File: src/rtl/requant_pipe.sv
// requant_pipe: multi-lane accumulator requantiser.
// Stage 1 rounds half-up and arithmetically shifts each lane in IN_W+1 bits.
// Stage 2 clamps each lane to the signed or ReLU output range.
// out_data is registered, and a saturating counter tracks clamped lanes.
module requant_pipe #(
  parameter int IN_W    = 32,
  parameter int OUT_W   = 8,
  parameter int LANES   = 4,
  parameter int SHIFT_W = 5
) (
  input  logic                     clk,
  input  logic                     srstn,
  input  logic [SHIFT_W-1:0]       cfg_shift,
  input  logic                     cfg_relu,
  input  logic                     in_valid,
  output logic                     in_ready,
  input  logic [LANES*IN_W-1:0]    in_data,
  output logic                     out_valid,
  input  logic                     out_ready,
  output logic [LANES*OUT_W-1:0]   out_data,
  input  logic                     sat_clr,
  output logic [15:0]              sat_cnt
);

  localparam int CNT_W = $clog2(LANES + 1);

  // Rounds half-up, then shifts right arithmetically. The extra headroom bit
  // keeps a large positive sum from wrapping negative when the bias is added.
  function automatic logic signed [IN_W:0] round_shift(
    input logic signed [IN_W-1:0] x,
    input logic [SHIFT_W-1:0]     sh
  );
    logic signed [IN_W:0] xe;
    logic signed [IN_W:0] bias;
    logic signed [IN_W:0] r;
    xe   = {x[IN_W-1], x};
    bias = '0;
    if (sh != '0)
      bias = {{IN_W{1'b0}}, 1'b1} <<< (sh - 1'b1);
    r = xe + bias;
    return r >>> sh;
  endfunction

  // Clamps to [lo, hi] and returns {sat_flag, value}.
  function automatic logic [OUT_W:0] clamp(
    input logic signed [IN_W:0] s,
    input logic                 relu
  );
    logic signed [IN_W:0] hi;
    logic signed [IN_W:0] lo;
    hi = '0;
    hi[OUT_W-2:0] = '1;
    lo = relu ? '0 : ~hi;
    if (s > hi)
      return {1'b1, hi[OUT_W-1:0]};
    else if (s < lo)
      return {1'b1, lo[OUT_W-1:0]};
    else
      return {1'b0, s[OUT_W-1:0]};
  endfunction

  // Adds a per-beat lane count and sticks at the counter's maximum.
  function automatic logic [15:0] sat_add(
    input logic [15:0]      cnt,
    input logic [CNT_W-1:0] inc
  );
    logic [16:0] sum;
    sum = {1'b0, cnt} + 17'(inc);
    return sum[16] ? 16'hFFFF : sum[15:0];
  endfunction

  logic                      vld_p1;
  logic                      vld_p2;
  logic                      relu_p1;
  logic signed [IN_W:0]      shv_p0 [LANES];
  logic signed [IN_W:0]      shv_p1 [LANES];
  logic [LANES*OUT_W-1:0]    clamp_data;
  logic [CNT_W-1:0]          nsat_nx;
  logic [CNT_W-1:0]          nsat_p2;
  logic [OUT_W:0]            c;
  logic                      s1_adv;
  logic                      s2_adv;
  logic                      in_fire;
  logic                      out_fire;

  assign s2_adv    = ~vld_p2 | out_ready;
  assign s1_adv    = ~vld_p1 | s2_adv;
  assign in_ready  = s1_adv;
  assign in_fire   = in_valid & s1_adv;
  assign out_valid = vld_p2;
  assign out_fire  = vld_p2 & out_ready;

  // Stage 0 -> 1 datapath: round and shift every lane of the incoming beat.
  always_comb begin
    for (int i = 0; i < LANES; i++)
      shv_p0[i] = round_shift($signed(in_data[i*IN_W +: IN_W]), cfg_shift);
  end

  // Stage 1 -> 2 datapath: clamp each shifted lane and count clamped lanes.
  always_comb begin
    clamp_data = '0;
    nsat_nx    = '0;
    c          = '0;
    for (int i = 0; i < LANES; i++) begin
      c = clamp(shv_p1[i], relu_p1);
      clamp_data[i*OUT_W +: OUT_W] = c[OUT_W-1:0];
      nsat_nx = nsat_nx + CNT_W'(c[OUT_W]);
    end
  end

  // Stage valid flags advance under the ready chain; reset empties the pipe.
  always_ff @(posedge clk or negedge srstn) begin
    if (!srstn) begin
      vld_p1 <= 1'b0;
      vld_p2 <= 1'b0;
    end else begin
      if (s1_adv) vld_p1 <= in_valid;
      if (s2_adv) vld_p2 <= vld_p1;
    end
  end

  // ---- stage 1 boundary: shifted lanes and ReLU mode captured with the beat ----
  always_ff @(posedge clk) begin
    if (in_fire) begin
      shv_p1  <= shv_p0;
      relu_p1 <= cfg_relu;
    end
  end

  // ---- stage 2 boundary: clamped output beat and its saturated-lane count ----
  always_ff @(posedge clk or negedge srstn) begin
    if (!srstn) begin
      out_data <= '0;
      nsat_p2  <= '0;
    end else if (s2_adv && vld_p1) begin
      out_data <= clamp_data;
      nsat_p2  <= nsat_nx;
    end
  end

  // Saturation counter: counts once per fired beat, clear wins over increment.
  always_ff @(posedge clk or negedge srstn) begin
    if (!srstn)
      sat_cnt <= '0;
    else if (sat_clr)
      sat_cnt <= '0;
    else if (out_fire)
      sat_cnt <= sat_add(sat_cnt, nsat_p2);
  end

endmodule

File: config.mk
export PLATFORM = sky130hd
export DESIGN_NAME = requant_pipe
export DESIGN_NICKNAME = d
export VERILOG_FILES = /design/src/rtl/requant_pipe.sv
export SDC_FILE = /design/constraint.sdc
export NUM_CORES = 1
export LEC_CHECK = 0
export BUFFER_PORTS_ARGS = -buffer_cell sky130_fd_sc_hd__buf_2
export CAP_MARGIN = 20
export CORE_MARGIN = 3
export CORE_UTILIZATION = 33
export DETAILED_ROUTE_END_ITERATION = 7
export SYNTH_ARGS = -nofsm -noshare
export SYNTH_HDL_FRONTEND = slang
export SYNTH_SLANG_ARGS = --single-unit
File: constraint.sdc
create_clock -name clk -period 5.4 [get_ports clk]
set_input_delay 1.08 -clock clk [delete_from_list [all_inputs] [get_ports clk]]
set_output_delay 1.08 -clock clk [all_outputs]
set_load 0.005 [all_outputs]
# Word-level counts from Yosys, hierarchy flattened
# Cells that the tools add are included.
[op_classes] n_addsub=9 magnitude_cmp=8 shifts=5 muxes=13 bitwise=6 n_reduce_logical=3
[op_table] operator="$add 32x33->33" n=4
[op_table] operator="$gt 33x8->1 const B" n=4
[op_table] operator="$lt 33x33->1" n=4
[op_table] operator="$sshr 33x5->33" n=4
[op_table] operator="$mux 9" n=8
[op_table] operator="$mux 33" n=2
[op_table] operator="$mux 16" n=3
[op_table] operator="$sshl 1x5->33 const A" n=1
[op_table] operator="$add 16x3->17" n=1
[op_table] operator="$reduce_bool 5->1" n=1
[op_table] operator="$sub 5x1->5 const B" n=1
[op_table] operator="$add 2x1->3" n=1
[op_table] operator="$add 3x1->3" n=1
[op_table] operator="$add 1x1->2" n=1
[op_table] operator="$and 1x1->1" n=2
[op_table] operator="$not 1->1" n=2
[op_table] operator="$or 1x1->1" n=2
[op_table] operator="$reduce_bool 2->1" n=1
[op_table] operator="$logic_and 1x1->1" n=1
[word_totals] register_bits=186 inputBits=139 output_inout_bits=50 elab_cells=54

# Longest topological paths before layout
[logic_depth] word_depth=7 depth_mapped=25 depth_no_buf=18

# Least setup slack after synthesis
# OpenSTA, ideal clock, no wires.
[synth_path] path_kind="input -> register" from="input port cfg_shift[0]" to="register shv_p1[40] (netlist bit) (data pin)" setup_time_ps=268 arrival_time_ps=5920 required_time_ps=5132 setup_slack_ps=-788 cell_stages=21 path_buffers=6 cell_sequence="or2_1 -> clkbuf_1 -> clkbuf_1 -> clkbuf_1 -> buf_1 -> clkbuf_1 -> nor2_1 -> ha_1 -> clkbuf_1 -> inv_1 -> nor4_1 -> nor2_1 -> or4_1 -> or3_1 -> a21boi_0 -> o21ai_0 -> and2_1 -> mux4_2 -> a22o_1 -> a21oi_1 -> o21ai_0"
[synth_lines] element="from (decl)" line_no="13" source="input logic [SHIFT_W-1:0] cfg_shift,"
[synth_lines] element="to (signal assigned)" line_no="125" source="shv_p1 <= shv_p0;"
[synth_lines] element="to (decl)" line_no="76" source="logic signed [IN_W:0] shv_p1 [LANES];"

==> flow_metrics.env <==
export IMPL_final_nets=4744
export IMPL_final_util=0.436
export IMPL_insertion_delay_ps=440
export IMPL_min_path_type="flop to flop"
export IMPL_slowest_delay_ps=490
export IMPL_die_height_um=300
export IMPL_setup_slack_ps=-44.4
export IMPL_r2r_setup_slack_ps=1180
export IMPL_violations="setup timing"
export IMPL_cts_reportedPaths_clkPinSlew_ps=60
export IMPL_avgSynthCellArea_sq_um=7.77
export IMPL_reg2reg_depth=18
export IMPL_drv_cap=0
export IMPL_ys_top_cells_by_area="edfxtp_1 (14%), ha_1 (7.8%), mux2i_1 (5.0%)"
export IMPL_crit_top_cell="buf_4"
export IMPL_drv_slew=0
export IMPL_io_buffers=188
export IMPL_postSynthCellCount=3675
export IMPL_postRouteAntennaNets=0
export IMPL_drc=0
export IMPL_tightest_slew_ps=1110
export IMPL_layout_commonest_cell="buf_4"
export IMPL_path_class="primary input to flop"
export IMPL_placementRows=107
export IMPL_finalNonFillerCells=5584
export IMPL_antenna_found_initial=6
export IMPL_grt_pass1_wl_um=211000
export IMPL_leakagePower_nw=15.9
export IMPL_crit_path_cell_trace="buf_4, buf_4, or3b_1, buf_12, buf_4, or3_1, a31oi_1, o211ai_4, a311oi_4, and4bb_2, a211o_1, nor4_1, a31oi_2, mux2i_1, a211oi_1, a21o_1"
export IMPL_fin_total_pwr_w=0.00639
export IMPL_placed_cells=5550
export IMPL_fp_dieW_um=300
export IMPL_worstPathMaxFanout=17
export IMPL_whs_ps=474
export IMPL_clockBufferDepth=2
export IMPL_cts_hold_buf=0
export IMPL_worstPathRequired_ps=5590
export IMPL_fin_crit_sh=1.01
export IMPL_crit_slowest_cell="nor4_1"
export IMPL_finalSetupViolations=1
export IMPL_power_density_nw_per_um2=172
export IMPL_rsz0062_at_grt="no"
export IMPL_synth_edf_count=133
export IMPL_grt_total_usage=0.308
export IMPL_detail_route_wirelength_um=144000
export IMPL_drive_above_1_share=0.293
export IMPL_drt_vias_per_instance=6.16
export IMPL_layout_cells_most_common_list="buf_4 (831), nand2_1 (332), nor2_1 (301), a21oi_1 (270), o21ai_0 (239)"
export IMPL_end_kind="flop"
export IMPL_area_delta_synth_final_pct=30.5
export IMPL_fillers=8814
export IMPL_ys_ff_latch=186
export IMPL_grt_overflow=0
export IMPL_relSlewSlack=0.260
export IMPL_ios=189
export IMPL_ys_async_sr_fraction=0.285
export IMPL_grt_pass1_vias=31884
export IMPL_numCtsBuffers=17
export IMPL_hold_depth=2
export IMPL_max_clock_freq_mhz=184
export IMPL_max_vdd_ir_drop_mv=0.230
export IMPL_ys_seq_area_frac=0.186
export IMPL_status="finished with violations"
export IMPL_core_sq_um=85400
export IMPL_hold_viol=0
export IMPL_finClkSkew_ps=14.1
export IMPL_worstSetupStartpointType="primary input"
export IMPL_synth_distinct_cells=121
export IMPL_cts_sinks=186
export IMPL_grt_start_max_net_pins=114
export IMPL_place_detailed_hpwl_um=117000
export IMPL_drt_iter0_drc=3817
export IMPL_drtPass1Iterations=7
export IMPL_synth_main_ff_cell="edfxtp_1"
export IMPL_gp_congestion=1.07
export IMPL_cts_tree="yes"
export IMPL_num_vias=34379
export IMPL_htree_levels=4
export IMPL_start_util=0.334
export IMPL_cp_arrival_ps=5640
export IMPL_wl_per_cell_um=25.8
export IMPL_yosys_area_top_type_share=0.140
export IMPL_dieArea_sq_um=90100
export IMPL_synth_top_area_cell="edfxtp_1"
export IMPL_period_needed_ps=5440
export IMPL_clockRootBuffer="clkbuf_16"
export IMPL_yosysWarnings=0
export IMPL_synth_area_sq_um=28500
## final timing paths
| path | startpoint | to |
|---|---|---|
| worst min-delay path | shv_p1[70] | out_data[12] |
| worst max register to register | relu_p1 | nsat_p2[1] |
| worst min register to register | shv_p1[70] | out_data[12] |
| min in group asynchronous | srstn | out_data[17] |
| max in group asynchronous | srstn | sat_cnt[0] |
| worst max-delay path | cfg_shift[3] | shv_p1[66] |
## cells by family (layout without fill, tap and decap cells)
kind of cell	after synthesis	in the layout	synth area share
and+or+nand+nor	1299	1299	0.234
AOI/OAI and AO/OA	1269	1269	0.309
buffers and inverters	373	1131	0.0537
muxes	227	227	0.0950
DFF	186	186	0.186
adders and majority gates	181	181	0.0797
xor gates and xnor gates	139	139	0.0429
other	1	8	0.000131
## layer usage
metal	GRT usage	share of wire	vias to the layer above
met5	0	0.00010	-
met4	0.153	0.059	4
met3	0.0394	0.088	326
met2	0.466	0.42	1880
met1	0.431	0.43	16478
li1	-	-	15691
## stage by stage
stage / area (sq um) / TNS, ps / setup WS, ps
floorplan: 28800 / -285 / -171
global placement: 36500 / -20050 / -449
detailed placement: 36500 / -21220 / -414
CTS: 37100 / 0 / 48.8
global route: 37200 / 0 / 0.898
finish: 37300 / -44.4 / -44.4
## power breakdown
| part | leakage [nW] | switching [W] | total, W | internal, W |
|---|---|---|---|---|
| registers | 1.92 | 0.000113 | 0.00186 | 0.00175 |
| logic | 13.7 | 0.00184 | 0.00315 | 0.00131 |
| clock network | 0.302 | 0.000560 | 0.00138 | 0.000818 |
| total | 15.9 | 0.00252 | 0.00639 | 0.00388 |
## Yosys cell counts (23+ instances only)
| master | instances |
|---|---|
| a21o_1 | 70 |
| nor2_1 | 312 |
| buf_1 | 45 |
| buf_2 | 41 |
| or3_1 | 36 |
| nand4b_1 | 27 |
| nand2b_1 | 36 |
| a211oi_1 | 62 |
| a211o_1 | 28 |
| o22ai_1 | 41 |
| a21oi_1 | 271 |
| clkbuf_1 | 207 |
| o21bai_1 | 26 |
| nand3_1 | 121 |
| ha_1 | 177 |
| nand4_1 | 66 |
| o211ai_1 | 65 |
| nor3_1 | 83 |
| and3_1 | 33 |
| xor2_1 | 37 |
| inv_1 | 61 |
| nor4_1 | 44 |
| edfxtp_1 | 133 |
| nand2_1 | 333 |
| a221oi_1 | 26 |
| a31oi_1 | 64 |
| o31ai_1 | 23 |
| dfrtp_1 | 53 |
| o21ai_0 | 244 |
| mux2_2 | 53 |
| o221ai_1 | 27 |
| mux4_2 | 29 |
| xnor2_1 | 101 |
| and2_1 | 43 |
| mux2i_1 | 143 |
| nor2b_1 | 39 |
| o21a_1 | 38 |
## registers in the layout, indices dropped and copies added, names as in the netlist
register,count
sat_cnt,16
out_valid,1
nsat_p2,3
out_data,32
vld_p1,1
relu_p1,1
shv_p1,132
## cell type report
cell class | instances | area [sq um] | area share
flip-flops and latches | 186 | 5320 | 0.143
repair buffers | 1037 | 7590 | 0.204
inverters | 65 | 250 | 0.00672
clock buffers | 18 | 429 | 0.0115
clock inverters | 11 | 195 | 0.00524
multi-input cells | 3119 | 22000 | 0.591
well taps | 1144 | 1430 | 0.0384
diodes | 4 | 10.0 | 0.000269
## what timing repair did
action	in CTS	in global routing
setup buffers	0	1
setup endpoints to repair	0	64
resized for setup	0	30
## worst max-delay path: cells and delay by family
family / cells / cell delay, ps
mux: 1 / 370
simple gates: 4 / 1520
buf+inv: 4 / 820
compound gates: 7 / 1800
(Power assumes the default switching activity.)
